### config.mk
export PLATFORM = sky130hd
export DESIGN_NAME = inv_arbiter
export DESIGN_NICKNAME = d
export VERILOG_FILES = /design/src/rtl/inv_arbiter.sv
export SDC_FILE = /design/constraint.sdc
export NUM_CORES = 1
export LEC_CHECK = 0
export BUFFER_PORTS_ARGS = -buffer_cell sky130_fd_sc_hd__buf_4
export CORE_MARGIN = 8
export CORE_UTILIZATION = 31
export DETAILED_ROUTE_END_ITERATION = 10
export GPL_TIMING_DRIVEN = 1
export PLACE_DENSITY_LB_ADDON = 0.12
export RECOVER_POWER = 100
export SLEW_MARGIN = 0
export SYNTH_ARGS = -nofsm -noshare
export SYNTH_HDL_FRONTEND = slang
export SYNTH_SLANG_ARGS = --single-unit
### constraint.sdc
create_clock -name clk -period 2.9 [get_ports clk]
set_clock_uncertainty 0.15 [all_clocks]
set_input_delay 0.145 -clock clk [delete_from_list [all_inputs] [get_ports clk]]
set_output_delay 0.145 -clock clk [all_outputs]
set_load 0.03 [all_outputs]
### src/rtl/inv_arbiter.sv
// ---------------------------------------------------------------------------
// inv_arbiter
//
// Round-robin arbiter and sequencer sharing one `inv` datapath instance
// (inputs X1/X2/X3, output Y1) among NUM_REQ requesters. An accepted request
// drives its 3-bit operand onto the shared unit. A tag pipeline matched to
// the unit latency carries the requester id alongside the operation, and the
// sampled Y1 is returned to the originating requester.
//
// Parameters
//   NUM_REQ  number of requesters (2..8)
//   DUT_LAT  edges from an X change until Y1 is valid (0 = combinational inv,
//            1 = registered inv)
//
// Ports
//   clk        system clock, all state on the rising edge
//   rst_n      asynchronous active-low reset
//   en         arbitration enable; low blocks new grants
//   req_valid  per-requester request valid
//   req_x      operand of requester i at [3i+2:3i] (bit0->X1, bit1->X2, bit2->X3)
//   req_ready  one-hot grant (combinational)
//   rsp_valid  one-hot response strobe, one cycle
//   rsp_y      Y1 result for the strobed requester
//   inv_x1..3  registered drive to the inv X1/X2/X3 inputs
//   inv_y1     inv Y1 output
//   idle       high when no operation is in flight
// ---------------------------------------------------------------------------
module inv_arbiter #(
    parameter int NUM_REQ = 4,
    parameter int DUT_LAT = 1
) (
    input  logic                   clk,
    input  logic                   rst_n,
    input  logic                   en,
    input  logic [NUM_REQ-1:0]     req_valid,
    input  logic [3*NUM_REQ-1:0]   req_x,
    output logic [NUM_REQ-1:0]     req_ready,
    output logic [NUM_REQ-1:0]     rsp_valid,
    output logic                   rsp_y,
    output logic                   inv_x1,
    output logic                   inv_x2,
    output logic                   inv_x3,
    input  logic                   inv_y1,
    output logic                   idle
);

    localparam int PW    = $clog2(NUM_REQ);
    localparam int DEPTH = DUT_LAT + 1;

    typedef struct packed {
        logic          valid;
        logic [PW-1:0] id;
    } tag_t;

    logic [PW-1:0]      ptr_q;
    tag_t               tag_q [DEPTH];

    logic               grant_found;
    logic [PW-1:0]      grant_id;
    logic               xfer;
    logic [2:0]         grant_x;
    logic [NUM_REQ-1:0] rsp_onehot;
    logic               any_inflight;

    // Round-robin search starting at the priority pointer and wrapping.
    // NOTE: every signal driven here gets a default first so no path through
    // the block leaves it unassigned; otherwise a latch would be inferred.
    always_comb begin : arb_search
        int cand;
        grant_found = 1'b0;
        grant_id    = '0;
        for (int k = 0; k < NUM_REQ; k++) begin
            cand = int'(ptr_q) + k;
            if (cand >= NUM_REQ) cand = cand - NUM_REQ;
            if (!grant_found && req_valid[PW'(cand)]) begin
                grant_found = 1'b1;
                grant_id    = PW'(cand);
            end
        end
    end

    // A grant is only offered while enabled and out of reset; since ready
    // implies valid, an offered grant is a transfer at the next edge.
    assign xfer = grant_found & en & rst_n;

    always_comb begin
        req_ready = '0;
        if (xfer) req_ready[grant_id] = 1'b1;
    end

    // Operand of the granted requester.
    always_comb begin
        grant_x = 3'b000;
        for (int k = 0; k < NUM_REQ; k++) begin
            if (grant_id == PW'(k)) grant_x = req_x[3*k +: 3];
        end
    end

    // Id carried by the last tag stage, expanded to the response strobe.
    always_comb begin
        rsp_onehot = '0;
        rsp_onehot[tag_q[DEPTH-1].id] = 1'b1;
    end

    always_comb begin
        any_inflight = 1'b0;
        for (int s = 0; s < DEPTH; s++) begin
            any_inflight = any_inflight | tag_q[s].valid;
        end
    end

    assign idle = !any_inflight && (rsp_valid == '0);

    // NOTE: all state uses non-blocking assignments so every register samples
    // pre-edge values; the tag stages shift correctly regardless of order.
    always_ff @(posedge clk or negedge rst_n) begin
        if (!rst_n) begin
            ptr_q     <= '0;
            inv_x1    <= 1'b0;
            inv_x2    <= 1'b0;
            inv_x3    <= 1'b0;
            rsp_valid <= '0;
            rsp_y     <= 1'b0;
            // NOTE: the tag pipeline is a handful of flops, not a memory, so
            // it is reset; clearing the valid bits is what discards in-flight
            // operations when reset hits mid-operation.
            for (int s = 0; s < DEPTH; s++) begin
                tag_q[s] <= '0;
            end
        end else begin
            if (xfer) begin
                ptr_q <= (grant_id == PW'(NUM_REQ - 1)) ? '0 : grant_id + 1'b1;
                {inv_x3, inv_x2, inv_x1} <= grant_x;
            end

            tag_q[0] <= xfer ? '{valid: 1'b1, id: grant_id} : '0;
            for (int s = 1; s < DEPTH; s++) begin
                tag_q[s] <= tag_q[s-1];
            end

            // The last stage becomes valid exactly when inv_y1 reflects the
            // operand issued DUT_LAT+1 edges earlier.
            if (tag_q[DEPTH-1].valid) begin
                rsp_valid <= rsp_onehot;
                rsp_y     <= inv_y1;
            end else begin
                rsp_valid <= '0;
            end
        end
    end

endmodule

; After elaboration in Yosys (flattened, before gate mapping)
; Index checks and enable logic that the tools add are counted.
[totals]
word_cells = 84
reg_bits = 16
output_inout_bits = 13
input_bits = 20
[classes]
reduce_logical = 12
addsub = 8
n_eq_ne = 3
muxes = 36
magnitude_cmp = 12
n_bitwise = 3
[op_table]
columns = cell, n
row1 = $mux 2, 9
row2 = $lt 2x4->1 const B, 4
row3 = $mux 3, 5
row4 = $mux 1, 14
row5 = $ge 3x3->1 const B, 3
row6 = $bmux 1 s2, 4
row7 = $mux 4, 2
row8 = $sub 2x1->2 const B, 4
row9 = $add 2x2->3 const B, 2
row10 = $logic_and 1x1->1, 6
row11 = $lt 2x3->1 const B, 2
row12 = $demux 1 s2, 2
row13 = $eq 2x2->1 const B, 2
row14 = $ge 2x1->1 const B, 2
row15 = $logic_not 1->1, 4
row16 = $logic_not 4->1, 1
row17 = $add 2x1->3 const B, 1
row18 = $ge 2x3->1 const B, 1
row19 = $add 2x1->2 const B, 1
row20 = $and 1x1->1, 2
row21 = $eq 2x1->1 const B, 1
row22 = $logic_not 2->1, 1
row23 = $or 1x1->1, 1

; Longest topological paths before layout
[depth]
word_depth = 20
ltp_mapped = 8
mapped_depth_nobuf = 7

; Worst setup path after synthesis
; No wires, ideal clock.
[synth_timing]
path_type = reg-to-reg
start = register ptr_q[1]
end = register inv_x1
path_stages_with_launch = 8
setup_time_ns = 0.082
slack_ns = 0.809
n_path_buf = 1
synth_period_minus_slack_ns = 2.091
arrival_time_ns = 1.859
required_ns = 2.668
cell_sequence = dfrtp_1 -> clkbuf_1 -> mux2i_1 -> and2_1 -> or2_2 -> ha_1 -> a221o_1 -> a31oi_1
[synth_via]
elab_chain_cells = 20
word_cells_on_any_way = 51
classes_between = 7 x add/sub / 4 x order compare / 3 x eq/ne / 28 x mux / 2 x bitwise / 7 x reduce/logical
[synth_rtl]
columns = item, line_no
row1 = start: declaration, 55  ; logic [PW-1:0] ptr_q;
row2 = start signal: assignment, 132  ; ptr_q <= (grant_id == PW'(NUM_REQ - 1)) ? '0 : grant_id + 1'b1;
row3 = branches (longest 20 deep; another with $add 2x1->3), n/a
row4 = end signal: assignment, 133  ; {inv_x3, inv_x2, inv_x1} <= grant_x;
row5 = end: declaration, 40  ; output logic inv_x1,
; Parallel ways; which one is timed is not known. The select of a mux whose other input is x is not followed.
; A chain may end at the register's enable or synchronous reset.

; Worst setup path after layout
[layout_timing]
start = input rst_n
end = output req_ready[0]
[layout_via]
elab_chain_cells = 2
[layout_rtl]
columns = item, line_no
row1 = start: declaration, 33  ; input logic rst_n,
row2 = $and 1x1->1, 84  ; assign xfer = grant_found & en & rst_n;
row3 = $mux 4, 88  ; if (xfer) req_ready[grant_id] = 1'b1;
row4 = end: declaration, 37  ; output logic [NUM_REQ-1:0] req_ready,
; Every way passes these cells.

==> run_results.csv <==
group,metric,value,unit
outcome,outcome,"completed",
detailed_routing,vias_per_cell,5.08,
critical_path,crit_path_max_incr_delay,0.69,ns
critical_path,crit_chain,"dlygate4sd3_1 -> clkbuf_1 -> and2_1 -> and3_2 -> buf_4",
yosys,synth_top_family_by_area,"simple AND/OR/NAND/NOR gates",
pwr,p_per_area,637,nW/um^2
critical_path,cp_top_family,"buffers and inverters",
yosys,synth.cell_area,841,sq um
yosys,synthMuxAreaShare,4.32,%
detailed_routing,drt_wl_total,2090,um
global_routing,grt_max_degree,19,
detailed_routing,postRouteAntennaNets,0,
clock_tree,cts_root_buf,"clkbuf_4",
placement,port_buffers,32,
timing,slew_viol_final,0,
final_layout,syn_to_final_growth,36.2,%
timing,tightestPinTransition,0.929,ns
global_routing,grt_pass1_wl,3140,um
yosys,ys_types,33,
critical_path,crit_type,"in -> out",
clock_tree,ctsLongestPathBuffers,2,
yosys,synthSimpleGateAreaFrac,19.9,%
clock_tree,h-tree-depth,1,
clock_tree,cts_tree,"built",
critical_path,crit_fanout,18,
pwr,peakVddDrop,0.403,mV
run,drv.max_cap_violation_count,0,
worst_hold_path,hold_path_class,"in -> reg",
floorplanning,dieHeight,68.1,um
yosys,seq_area_frac_synth,47.6,%
final_layout,finalInstanceArea,1140,sq um
clock_tree,worstSkewPairLatency,0.29,ns
yosys,syn_area_per_cell,10.9,sq um
floorplanning,die_w,68.1,um
clock_tree,cts_made_buffers,3,
floorplanning,core.rowCount,19,
yosys,yosysTopAreaCell,"dfrtp_1",
yosys,synth_seq_cells,16,
floorplanning,coreArea,2660,sq um
clock_tree,clk_pin_slew_worst_paths,0.10,ns
yosys,yosys_warnings,0,
timing,relSlewSlack,38.1,%
global_routing,antenna_found_initial,0,
detailed_routing,dr_total_vias,741,
final_layout,fin_cells,146,
placement,dp_cells,136,
timing,period_minus_slack,2.46,ns
final_layout,mostFrequentLayoutCell,"buf_4",
detailed_routing,firstDrtPassIters,4,
final_layout,drive_gt1_share,29.6,%
pwr,power,729,uW
critical_path,arrival,2.16,ns
critical_path,critPathBufInv,3,
yosys,synth_top_area_share,47.6,%
final_layout,layout_common_cells,"buf_4, dfrtp_1, clkbuf_1, a21oi_1, dlygate4sd3_1",
clock_tree,post_cts_resized,0,
global_routing,grt_pass1_vias,733,
floorplanning,boundaryPins,33,
floorplanning,initial_core_util,31.6,%
final_layout,finalNetCount,140,
timing,grt_setup_unrepaired,"no",
detailed_routing,drc,0,
yosys,synth_nets,101,
yosys,synth_compound_area_share,17.3,%
clock_tree,cts.sinks,16,
final_layout,num_antenna_cells,0,
floorplanning,die_area,4630,sq um
critical_path,cp_data_required_time,2.61,ns
yosys,postSynthCellCount,77,
critical_path,cp-end-kind,"output pin",
critical_path,setup.worst_path.start_class,"primary input",
timing,setup_viol,0,
critical_path,crit_path_top_delay_cell,"clkbuf_1",
timing,setup-tns-final,0,ns
yosys,synth_area_leaders,"dfrtp_1, ha_1, a21oi_1",
timing,period_share,84.7,%
placement,place_hpwl,1580,um
final_layout,nFillCells,280,
yosys,synthAdderAreaFrac,5.95,%
global_routing,grt.overflow.total,0,
detailed_routing,wl_per_cell,14.3,um
timing,fmax,0.407,GHz
timing,hold_viol,0,
placement,gp_congestion,0.774,
pwr,power.static_leakage,0.554,nW
placement,placed_area,1090,sq um
yosys,synth_xor_area_share,0,%
timing,hold_ws,0.0272,ns
global_routing,track_usage,8.81,%
detailed_routing,first_iter_violations,29,
[worst register-to-register path, cell delays in order, from the launching register on]
cell and delay, ns:
dfrtp_1 0.48, a21o_1 0.21, a21boi_1 0.23, o22ai_1 0.14, ha_1 0.28, nand3b_1 0.18
a221o_1 0.29, a31oi_1 0.16
[power by group]
part / leakage (nW) / internal [mW] / switching [mW]
Sequential: 0.203 / 0.260 / 0.0346
Clock: 0.0210 / 0.0763 / 0.0699
Combinational: 0.330 / 0.126 / 0.163
[flip-flops by register name (all words and copies together) (netlist names)]
| signal | cells |
|---|---|
| inv_x1 | 1 |
| inv_x2 | 1 |
| inv_x3 | 1 |
| ptr_q | 2 |
| rsp_valid | 4 |
| rsp_y | 1 |
| tag_q | 6 |
[final cells by class]
class / count / area (sq um) / share of cell area, %
clock buffer: 4 / 36.3 / 3.17
inverter: 3 / 11.3 / 0.984
multi-input combinational: 54 / 395 / 34.5
sequential: 16 / 400 / 35.0
tap: 31 / 38.8 / 3.39
timing repair buffer: 38 / 263 / 23.0
[worst paths after layout]
path                       cells after the start    startpoint  slack [ns]      endpoint
setup / recovery                               5         rst_n        0.44  req_ready[0]
hold / removal                                 2  req_valid[3]        0.03      tag_q[4]
setup reg to reg                               7      ptr_q[1]        0.70        inv_x3
min in group asynchronous                      2         rst_n        0.35      tag_q[1]
hold reg to reg                                0      tag_q[4]        0.21      tag_q[1]
max in group asynchronous                      2         rst_n        1.68        inv_x3
[per-layer routing]
layer / vias to the layer above / global-route usage [%] / wire length [um]
met5: - / 0 / 0
met3: 2 / 2.95 / 134
met4: 0 / 3.32 / 27
met1: 359 / 9.97 / 906
met2: 19 / 15.0 / 1030
li1: 361 / - / -
[logic make-up after synthesis]
family	count (synthesis)
muxes	3
and+or+nand+nor	27
buffers and inverters	7
AOI/OAI and AO/OA	20
DFF	16
adders and majority gates	4
[cells in the mapped netlist]
library cell	instances
inv_1	3
nand2_1	5
o22a_2	1
nor3b_1	1
a31oi_1	3
mux2_4	1
o221a_2	1
a21boi_1	1
a21o_1	1
and2_1	2
dfrtp_1	16
a221o_1	3
and3b_1	1
o32a_1	1
ha_1	4
buf_6	2
nor3_1	2
a21boi_0	1
mux2_2	1
nand2b_1	1
nor2_1	2
and2_4	1
mux2i_1	1
or4_1	1
or2_2	1
or4_4	1
and3_1	3
a21oi_1	6
o22ai_1	2
clkbuf_1	2
and3_2	2
nor2b_1	1
nand3b_1	3
[what timing repair did]
action	in CTS	in global routing
setup endpoints to repair	0	0
hold buffers	6	0
endpoints found under the hold margin	21	0
setup buffers	0	0
[metrics by stage]
step / utilization, % / setup slack [ns]
3_5_place_dp: 40.9 / 0.733
6_report: 43.0 / 0.443
5_1_grt: 43.0 / 0.186
2_1_floorplan: - / 0.809
4_1_cts: 44.5 / 0.499
3_3_place_gp: 40.9 / 0.742
(Power assumes the default switching activity.)
